[config.mk]
export PLATFORM = sky130hd
export DESIGN_NAME = uart_rx_ovs
export DESIGN_NICKNAME = d
export VERILOG_FILES = /design/src/rtl/uart_pkg.sv /design/src/rtl/uart_sync.sv /design/src/rtl/uart_rx_ovs.sv
export SDC_FILE = /design/constraint.sdc
export NUM_CORES = 1
export LEC_CHECK = 0
export CAP_MARGIN = 20
export CORE_MARGIN = 2
export CORE_UTILIZATION = 55
export CTS_CLUSTER_DIAMETER = 60
export DETAILED_ROUTE_END_ITERATION = 16
export GPL_ROUTABILITY_DRIVEN = 0
export PLACE_DENSITY = 0.84
export SLEW_MARGIN = 30
export SYNTH_ARGS = -nofsm -noshare
export SYNTH_HDL_FRONTEND = slang
export SYNTH_HIERARCHICAL = 1
export SYNTH_SLANG_ARGS = --single-unit
[constraint.sdc]
create_clock -name clk -period 4.5 [get_ports clk]
set_input_delay 0.675 -clock clk [delete_from_list [all_inputs] [get_ports clk]]
set_output_delay 0.675 -clock clk [all_outputs]
set_load 0.03 [all_outputs]
[src/rtl/uart_pkg.sv]
// Shared definitions for the oversampling UART receiver.
// UART_RX_PARITY_EN adds the PARITY state to the FSM encoding.
package uart_pkg;

    typedef enum logic [2:0] {
        IDLE,
        START,
        DATA,
`ifdef UART_RX_PARITY_EN
        PARITY,
`endif
        STOP,
        WAIT_HI
    } uart_state_e;

    localparam int PARITY_EVEN = 0;
    localparam int PARITY_ODD  = 1;

endpackage

[src/rtl/uart_sync.sv]
// Two-flop synchronizer for the asynchronous serial line; resets to the idle-high level.
module uart_sync (
    input  logic clk,
    input  logic rst_n,
    input  logic d_i,
    output logic q_o
);

    logic [1:0] sync_q;

    // shift the raw input through two flops
    always_ff @(posedge clk or negedge rst_n) begin
        if (!rst_n) sync_q <= 2'b11;
        else        sync_q <= {sync_q[0], d_i};
    end

    assign q_o = sync_q[1];

endmodule

[src/rtl/uart_rx_ovs.sv]
// Oversampling UART receiver: mid-bit sampling, LSB-first, one stop bit.
// Optional parity bit is compiled in with the macro UART_RX_PARITY_EN;
// without it parity_err is tied low.
module uart_rx_ovs #(
    parameter int CLKS_PER_BIT = 16,
    parameter int DATA_BITS    = 8,
    parameter int PARITY_ODD   = 0
) (
    input  logic                 clk,
    input  logic                 rst_n,
    input  logic                 rx,
    output logic [DATA_BITS-1:0] dout,
    output logic                 rx_done,
    output logic                 frame_err,
    output logic                 parity_err
);

    import uart_pkg::*;

    localparam int TW = $clog2(CLKS_PER_BIT) + 1;
    localparam int BW = $clog2(DATA_BITS + 1);
    localparam logic [TW-1:0] HALF_M1  = TW'(CLKS_PER_BIT / 2 - 1);
    localparam logic [TW-1:0] BIT_M1   = TW'(CLKS_PER_BIT - 1);
    localparam logic [BW-1:0] LAST_BIT = BW'(DATA_BITS - 1);

    if (CLKS_PER_BIT < 4 || DATA_BITS < 5 || DATA_BITS > 9 ||
        PARITY_ODD < 0 || PARITY_ODD > 1) begin : g_bad_cfg
        $error("uart_rx_ovs: illegal parameter set");
    end

    uart_state_e          state_q, state_d;
    logic [TW-1:0]        tick_q, tick_d;
    logic [BW-1:0]        bit_q, bit_d;
    logic [DATA_BITS-1:0] shift_q, shift_d;
    logic [DATA_BITS-1:0] dout_q, dout_d;
    logic                 done_q, done_d;
    logic                 ferr_q, ferr_d;
    logic                 rx_s;
    logic                 sample;

    uart_sync u_sync (
        .clk   (clk),
        .rst_n (rst_n),
        .d_i   (rx),
        .q_o   (rx_s)
    );

    // START samples half a bit after t0; every later sample is a full bit later
    assign sample = (state_q == START) ? (tick_q == HALF_M1) : (tick_q == BIT_M1);

    // state register
    always_ff @(posedge clk or negedge rst_n) begin
        if (!rst_n) state_q <= IDLE;
        else        state_q <= state_d;
    end

    // next-state logic
    always_comb begin
        state_d = state_q;
        unique case (state_q)
            IDLE:    if (!rx_s) state_d = START;
            START:   if (sample) state_d = rx_s ? IDLE : DATA;
            DATA: begin
                if (sample && bit_q == LAST_BIT) begin
`ifdef UART_RX_PARITY_EN
                    state_d = PARITY;
`else
                    state_d = STOP;
`endif
                end
            end
`ifdef UART_RX_PARITY_EN
            PARITY:  if (sample) state_d = STOP;
`endif
            STOP:    if (sample) state_d = rx_s ? IDLE : WAIT_HI;
            WAIT_HI: if (rx_s) state_d = IDLE;
            default: state_d = IDLE;
        endcase
    end

`ifdef UART_RX_PARITY_EN
    localparam logic ODD_SEL = 1'(PARITY_ODD != uart_pkg::PARITY_EVEN);
    logic par_q, par_d;
    logic perr_q, perr_d;
`endif

    // counters, shift register and result registers, driven by the current state
    always_comb begin
        tick_d  = sample ? '0 : tick_q + 1'b1;
        bit_d   = bit_q;
        shift_d = shift_q;
        dout_d  = dout_q;
        done_d  = 1'b0;
        ferr_d  = ferr_q;
`ifdef UART_RX_PARITY_EN
        par_d   = par_q;
        perr_d  = perr_q;
`endif
        case (state_q)
            IDLE, WAIT_HI: begin
                tick_d = '0;
                bit_d  = '0;
            end
            DATA: begin
                // shifting in from the top leaves bit i at index i after the last bit
                if (sample) begin
                    shift_d = {rx_s, shift_q[DATA_BITS-1:1]};
                    bit_d   = bit_q + 1'b1;
                end
            end
`ifdef UART_RX_PARITY_EN
            PARITY: if (sample) par_d = rx_s;
`endif
            STOP: begin
                if (sample) begin
                    done_d = 1'b1;
                    dout_d = shift_q;
                    ferr_d = ~rx_s;
`ifdef UART_RX_PARITY_EN
                    perr_d = par_q ^ (^shift_q) ^ ODD_SEL;
`endif
                end
            end
            default: ;
        endcase
    end

    // datapath registers
    always_ff @(posedge clk or negedge rst_n) begin
        if (!rst_n) begin
            tick_q  <= '0;
            bit_q   <= '0;
            shift_q <= '0;
            dout_q  <= '0;
            done_q  <= 1'b0;
            ferr_q  <= 1'b0;
`ifdef UART_RX_PARITY_EN
            par_q   <= 1'b0;
            perr_q  <= 1'b0;
`endif
        end else begin
            tick_q  <= tick_d;
            bit_q   <= bit_d;
            shift_q <= shift_d;
            dout_q  <= dout_d;
            done_q  <= done_d;
            ferr_q  <= ferr_d;
`ifdef UART_RX_PARITY_EN
            par_q   <= par_d;
            perr_q  <= perr_d;
`endif
        end
    end

    assign dout      = dout_q;
    assign rx_done   = done_q;
    assign frame_err = ferr_q;
`ifdef UART_RX_PARITY_EN
    assign parity_err = perr_q;
`else
    assign parity_err = 1'b0;
`endif

endmodule

== Word level (Yosys, flattened, before mapping) ==
Index checks and enable logic that the tools add are counted.

* $add $sub $neg: 2
* Equal/unequal tests: 13
* Mux-type cells: 15
* Bitwise operators: 1
* Reduce and logical (&&, ||, !) cells: 8

{| class="wikitable"
|+ Operators by type and width
! cell !! count
|-
| 3-bit two-way mux || 6
|-
| 3-bit case mux with 5 select lines || 1
|-
| 5-bit two-way mux || 2
|-
| 2-bit inequality test (second input constant) || 5
|-
| 4-bit case mux with 2 select lines || 1
|-
| 3-bit by 2-bit == test with 1-bit output (second input constant) || 2
|-
| 2-bit AND reduction || 3
|-
| 5-bit by 1-bit adder with 5-bit output (second input constant) || 1
|-
| 5-bit by 3-bit == test with 1-bit output (second input constant) || 1
|-
| 5-bit by 4-bit == test with 1-bit output (second input constant) || 1
|-
| 5-bit AND reduction || 1
|-
| 4-bit by 1-bit adder with 4-bit output (second input constant) || 1
|-
| 4-bit by 3-bit == test with 1-bit output (second input constant) || 1
|-
| 4-bit two-way mux || 1
|-
| 3-bit by 1-bit == test with 1-bit output (second input constant) || 1
|-
| 3-bit == test (second input constant) || 1
|-
| 3-bit logical NOT || 1
|-
| 1-bit two-way mux || 3
|-
| 2-bit two-way mux || 1
|-
| 2-bit by 1-bit inequality test with 1-bit output (second input constant) || 1
|-
| 2-bit nonzero test || 1
|-
| 2-bit OR reduction || 1
|-
| 1-bit logical AND || 1
|-
| 1-bit inverter || 1
|}

* Flip-flop bits (word level): 32
* Input bits: 3
* Output and inout port bits: 11
* Word-level logic and storage cells: 47

== Depth between registers and ports, before layout ==
Gate-level depths: netlist of run 1.

* Depth in word-level cells: 5
* Mapped depth: 7
* Gate-level depth less buffers: 5

== By module ==
Netlist of run 1, hierarchy kept.

{| class="wikitable"
|+ Modules (own cells, without submodules)
! module !! times used !! cells each !! area each (um2) !! seq. area each (um2)
|-
| uart_rx_ovs || 1 || 114 || 1398.8 || 750.7
|-
| uart_sync || 1 || 2 || 52.6 || 52.6
|}

== Worst setup path before layout of run 1 ==
No wires, ideal clock.

* Path kind: reg-to-reg
* Start: reg tick_q[0]
* End: reg dout_q[4], in the netlist dout[4]
* Setup time: 127 ps
* Arrival time: 1676 ps
* Setup slack: 2697 ps
* Cell stages (with the launch flop): 7
* Path buffers: 1
* Clock period less this slack: 1803 ps
* Cell sequence: dfrtp_1 ha_1 nand3b_4 or3_1 buf_6 inv_6 mux2_1

* Longest elaborated chain between the ends: 3

{| class="wikitable"
|+ Ends and longest elaborated chain
! element !! RTL line !! text
|-
| start: declaration || uart_rx_ovs.sv:32 || <nowiki>logic [TW-1:0] tick_q, tick_d;</nowiki>
|-
| start signal: assignment || uart_rx_ovs.sv:142 || <nowiki>tick_q <= tick_d;</nowiki>
|-
| 5-bit by 4-bit == test with 1-bit output / 5-bit by 3-bit == test with 1-bit output (equally long branches) || uart_rx_ovs.sv:49 || <nowiki>assign sample = (state_q == START) ? (tick_q == HALF_M1) : (tick_q == BIT_M1);</nowiki>
|-
| 1-bit two-way mux * || uart_rx_ovs.sv:49 ||
|-
| 2-bit AND reduction (no source line) * || n/a ||
|-
| end signal: assignment || uart_rx_ovs.sv:145 || <nowiki>dout_q <= dout_d;</nowiki>
|-
| end: declaration || uart_rx_ovs.sv:35 || <nowiki>logic [DATA_BITS-1:0] dout_q, dout_d;</nowiki>
|}

Mark *: on every way between the ends. The rest lies on a longest branch, timed or not.
A chain may end at the register's enable or synchronous reset.

== Final worst setup path of run 1 ==
* Start: reg tick_q[0]
* End: reg dout_q[6], in the netlist dout[6]

The elaborated chain is that of the path after synthesis.

==> impl_metrics.yaml, run 1 <==
hold_path:
  holdCritStartpoint: "u_sync/sync_q[0]"
  min_path_type: "reg2reg"
  hold_depth: 0
  hold_end: "u_sync/sync_q[1]"
power:
  ir_worst_vdd_mv: 0.2995
  p_total_uw: 818.9
  power_leakage_uw: 0.0007715
  p_per_area_mw_per_mm2: 496.6
placement:
  dpl_worst_slack_ns: 2.460
  io_buffers: 12
  placed_area_mm2: 0.001573
  dp_hpwl_um: 1818
yosys:
  synth-seq-area-share_pct: 55.34
  synth-simple-area-share_pct: 12.76
  ys.flop_type: "dfrtp_1"
  synth-xor-area-share_pct: 1.207
  synthMuxAreaShare_pct: 14.14
  synth_top_family_by_area: "multiplexers"
  syn_nets: 121
  syn_inst: 116
  ys_types: 42
  syn_area_per_cell_um2: 12.51
  synth_seq_cells: 32
  synth_edf_count: 0
  synth_adder_area_share_pct: 1.724
  synth_compound_area_share_pct: 10.17
  synthArstFlopShare_pct: 100.0
  syn-cell-area_mm2: 0.001451
  ys_warn_count: 6
floorplan:
  initial_core_util_pct: 58.06
  num_rows: 18
  ios: 14
  die_h_um: 55.37
  die_area_mm2: 0.003066
  design.core.area_mm2: 0.002500
  die_w_um: 55.37
critical_path:
  path_cells: "ha_1 > nand3b_4 > or3_1 > inv_6 > mux2_1"
  rrSetupSlack_ns: 2.44
  crit_path_end_kind: "register"
  worstSetupStartpointType: "register"
  arrival_ns: 2.26
  crit_family: "simple AND/OR/NAND/NOR gates"
  critPathSlowestCell: "or3_1"
  required_ns: 4.70
  r2r-end: "dout[6]"
  r2r_start: "tick_q[0]"
  reg2reg_depth: 5
  cp_slowest_stage_delay_ns: 0.60
  critical_path_class: "reg2reg"
  crit_fanout: 8
  cp_num_buf_inv: 1
clocking:
  clk_latency_ns: 0.31
  htree_levels: 2
  cts_tree: "done"
  cts_root_buf: "clkbuf_4"
  cts_resized: 0
  clk_pin_slew_ns: 0.10
  cts_inserted_buffers: 5
  cts_buffer_depth: 2
  cts_hold_buf: 0
  numClockSinks: 32
  post_cts_buffers: 0
timing:
  setup_tns_ns: 0
  rsz0062_at_grt: "false"
  fmax_mhz: 485.0
  fin_skew_ns: 0.004653
  setup_ws_ns: 2.438
  holdWs_ns: 0.3617
  finalCritPeriodShare_pct: 45.82
  period_needed_ns: 2.062
  final_hold_viol_count: 0
  finalSetupViolations: 0
  maxSlewViolCount: 0
layout:
  layout_common_cells: "30 x dfrtp_1, 12 x clkdlybuf4s50_1, 9 x nand2_1"
  layout-drive-gt1-share_pct: 20.77
  fin_area_mm2: 0.001649
  n_antenna_cell: 0
  final_common_cell: "dfrtp_1"
  syn_to_final_growth_pct: 13.62
  nNetsFinal: 134
detailed_routing:
  drc_errors: 0
  viasPerCell: 5.994
  wl_per_cell_um: 16.03
  postRouteAntennaNets: 0
  via_count: 959
  routed_wirelength_um: 2565
  drt-pass1-iter-count: 4
  drt_iter0_markers: 39
grt:
  grt_use_met3_pct: 5.152
  grt_max_degree: 33
  antenna_found_initial: 0
  busiest_layer: "met2"
  grt_pass1_wl_um: 4560
  grt_util_met1_pct: 23.91
  global_route.usage.total_pct: 18.67
  grt_pass1_vias: 1043
  met2_usage_pct: 29.59
  gr-total-overflow: 0
job:
  drv_cap: 0
status:
  status: "complete, no violations"
==> synth_stat cells (2+ instances only) <==
master | instances | area (µm²)
a21oi_1 | 4 | 20.02
buf_2 | 2 | 10.01
buf_4 | 2 | 15.01
dfrtp_1 | 30 | 750.7
dfstp_2 | 2 | 52.55
ha_1 | 2 | 25.02
inv_1 | 3 | 11.26
mux2_1 | 4 | 45.04
mux2_2 | 8 | 90.09
mux2_4 | 4 | 60.06
nand2_1 | 9 | 33.78
nand2b_1 | 2 | 12.51
nand3_1 | 3 | 15.01
nand4b_1 | 2 | 17.52
nor2_1 | 6 | 22.52
o211ai_1 | 4 | 30.03
o311ai_1 | 2 | 17.52
or3_1 | 2 | 12.51
xnor2_1 | 2 | 17.52
==> layout make-up <==
cell class,count,area (µm²)
clock inverter,2,35.03
timing repair buffer,13,127.6
fill,192,850.8
inverter,4,20.02
multi-input combinational,73,584.3
clock buffer,6,41.29
tap,30,37.54
sequential,32,803.3
==> power by group <==
group,internal [µW],switching [µW]
clock network,116,92.1
registers,331,69.3
logic,89.1,121
total,536,283
==> cells by family (layout without fill, tap and decap cells) <==
group                    after synthesis  count (layout)
other                                  1               1
AND/OR/NAND/NOR                       31              31
flip-flops                            32              32
multiplexers                          17              17
XOR/XNOR                               2               2
AO/OA/AOI/OAI                         20              20
buffers and inverters                 11              25
adder cells (fa/ha/maj)                2               2
==> state kept, by name, indices dropped and copies added (netlist names) <==
name and flops:
bit_q 4, rx_done 1, frame_err 1, dout 8
tick_q 5, shift_q 8, state_q 3, u_sync/sync_q 2
==> metrics by stage <==
stage,std cells,utilization (%)
after floorplan,116,-
after global placement,152,62.91
after detailed placement,152,62.91
after CTS,160,65.97
after global routing,160,65.97
final,160,65.97
==> how the worst max path moves through the flow <==
stage	from	to	slack (ns)	cells after the start
6_report	tick_q[0]	dout[6]	2.44	5
5_1_grt	tick_q[0]	dout[5]	2.34	5
4_1_cts	dout[1]	dout[1]	2.44	1
3_5_place_dp	tick_q[0]	dout[6]	2.46	5
3_3_place_gp	tick_q[0]	dout[6]	2.53	5
2_1_floorplan	tick_q[0]	dout[4]	2.70	6
==> metal layers <==
layer	wire length (µm)	up-vias	share of wire [%]
li1	-	444	-
met4	12	0	0.47
met1	1117	488	44
met2	1336	25	52
met3	98	2	3.8
met5	0	-	0
Power figures use the tool's default switching activity.
==> run 2, diff against run 1 <==
--- a/config.mk
+++ b/config.mk
@@ -7,11 +7,11 @@
 export LEC_CHECK = 0
 export CAP_MARGIN = 20
 export CORE_MARGIN = 2
-export CORE_UTILIZATION = 55
+export CORE_UTILIZATION = 50
 export CTS_CLUSTER_DIAMETER = 60
 export DETAILED_ROUTE_END_ITERATION = 16
 export GPL_ROUTABILITY_DRIVEN = 0
-export PLACE_DENSITY = 0.84
+export PLACE_DENSITY = 0.81
 export SLEW_MARGIN = 30
 export SYNTH_ARGS = -nofsm -noshare
 export SYNTH_HDL_FRONTEND = slang
==> constraint.sdc (replaced) <==
create_clock -name clk -period 1.8 [get_ports clk]
set_input_delay 0.27 -clock clk [delete_from_list [all_inputs] [get_ports clk]]
set_output_delay 0.27 -clock clk [all_outputs]
set_load 0.03 [all_outputs]
==> run 2 against run 1 <==
Register-to-register slack lost 2.3 ns. Critical path depth stayed put. Clock power rose to 2.6 times the previous value.
==> impl_metrics.yaml, run 2 (synthesized netlist as in run 1, its figures left out) <==
critical_path:
  crit_path_end_kind: "register"
  cp_slowest_stage_delay_ns: 0.42
  crit_fanout: 4
  critPathSlowestCell: "or3_4"
  arrival_ns: 1.91
  path_cells: "ha_2 > nand3b_4 > or3_4 > buf_4 > mux2_4"
  reg2reg_depth: 5
  r2r-end: "dout[2]"
  cp-endpoint: "dout[2]"
  required_ns: 2.03
  rrSetupSlack_ns: 0.12
  critical_path_class: "reg2reg"
  worstSetupStartpointType: "register"
  r2r_start: "tick_q[0]"
  crit_start: "tick_q[0]"
grt:
  gr-total-overflow: 0
  grt_max_degree: 33
  antenna_found_initial: 0
  global_route.usage.total_pct: 18.94
  grt_pass1_wl_um: 4588
  grt_pass1_vias: 984
layout:
  layout_common_cells: "30 x dfrtp_1, 12 x clkdlybuf4s50_1, 10 x buf_4"
  syn_to_final_growth_pct: 20.26
  fill_cells: 220
  layout-drive-gt1-share_pct: 27.86
  final_common_cell: "dfrtp_1"
  fin_area_mm2: 0.001745
  nNetsFinal: 144
  n_antenna_cell: 0
detailed_routing:
  postRouteAntennaNets: 0
  drt-pass1-iter-count: 4
  via_count: 985
  viasPerCell: 5.760
  wl_per_cell_um: 16.17
  drc_errors: 0
  routed_wirelength_um: 2765
  drt_iter0_markers: 35
timing:
  fin_skew_ns: 0.007154
  fmax_mhz: 594.9
  setup_tns_ns: 0
  finalSetupViolations: 0
  period_needed_ns: 1.681
  finalCritPeriodShare_pct: 93.39
  final_hold_viol_count: 0
  rsz0062_at_grt: "false"
  maxSlewViolCount: 0
power:
  ir_worst_vdd_mv: 0.9741
  switching_power_uw: 747.3
  seqPwrFrac_pct: 43.5
  p_int_uw: 1429
  clkPwrFrac_pct: 24.7
  comb_power_share_pct: 31.8
  p_per_area_mw_per_mm2: 1247
  power_leakage_uw: 0.0008222
  switching_share_pct: 34.35
floorplan:
  die_area_mm2: 0.003350
  ios: 14
  design.core.area_mm2: 0.002758
  initial_core_util_pct: 52.63
  die_h_um: 57.88
  num_rows: 19
  die_w_um: 57.88
clocking:
  cts_root_buf: "clkbuf_4"
  cts_tree: "done"
  cts_inserted_buffers: 5
  cts_buffer_depth: 2
  clk_pin_slew_ns: 0.10
  clk_latency_ns: 0.34
  htree_levels: 2
  numClockSinks: 32
  cts_hold_buf: 0
placement:
  placed_area_mm2: 0.001644
  dp_hpwl_um: 1928
  io_buffers: 12
job:
  drv_cap: 0
status:
  status: "complete, no violations"
hold_path:
  min_path_type: "in2async"
==> run 2: changes by cell type in the layout (fill, tap and decap cells not counted) <==
cell,previous run,this run
or3_4,0,1
ha_1,2,1
or3_1,2,1
buf_12,0,1
ha_2,0,1
buf_4,1,10
==> run 2: worst min path at each step <==
stage | start | endpoint
4_1_cts | rst_n | tick_q[1]
3_3_place_gp | u_sync/sync_q[0] | u_sync/sync_q[1]
3_5_place_dp | u_sync/sync_q[0] | u_sync/sync_q[1]
5_1_grt | rx | u_sync/sync_q[0]
6_report | rst_n | bit_q[0]
2_1_floorplan | rst_n | bit_q[0]
==> run 2: cell type report <==
class | count | area (µm²) | share of cell area [%]
Sequential cell | 32 | 803.3 | 46.02
Multi-Input combinational cell | 73 | 591.8 | 33.91
Timing Repair Buffer | 23 | 215.2 | 12.33
Clock buffer | 6 | 41.29 | 2.366
Tap cell | 31 | 38.79 | 2.222
Clock inverter | 2 | 35.03 | 2.007
Inverter | 4 | 20.02 | 1.147
==> run 2: metrics by stage <==
step | hold WS, ns | total power, µW | cells | setup slack, ns | util (%)
6_report | 0.3083 | 2176 | 171 | 0.1190 | 63.29
5_1_grt | 0.3129 | 2304 | 171 | 0.04269 | 63.29
4_1_cts | 0.3168 | 2178 | 170 | 0.02293 | 62.39
3_5_place_dp | 0.3475 | 1638 | 162 | 0.04109 | 59.62
3_3_place_gp | 0.3491 | 1592 | 162 | 0.09809 | 59.62
2_1_floorplan | -0.02559 | 1407 | 116 | 0.05014 | -
==> run 2: power by group through the flow <==
stage / combinational (µW) / sequential [µW] / clock, µW
2_1_floorplan: 485 / 922 / 0
3_3_place_gp: 647 / 945 / 0
3_5_place_dp: 682 / 956 / 0
4_1_cts: 688 / 944 / 545
5_1_grt: 763 / 963 / 578
6_report: 692 / 946 / 538
==> run 2: metal layers <==
| layer | GRT usage (%) | share of wire, % |
|---|---|---|
| met1 | 24.45 | 47 |
| met2 | 26.95 | 46 |
| met3 | 5.804 | 4.4 |
| met4 | 13.62 | 2.9 |
| met5 | 0 | 0 |
==> run 2: what timing repair did <==
item                                    CTS  global route
endpoints found under the hold margin     0             0
gates resized for setup                   0             1
endpoints found under the setup margin    0            12
buffers inserted                          0             1
==> run 2: critical path, delay by kind of cell, from the launching register on <==
| kind | cells | cell delay, ns |
|---|---|---|
| DFF | 1 | 0.38 |
| buffers and inverters | 1 | 0.18 |
| adders and majority gates | 1 | 0.21 |
| and+or+nand+nor | 2 | 0.50 |
| muxes | 1 | 0.30 |
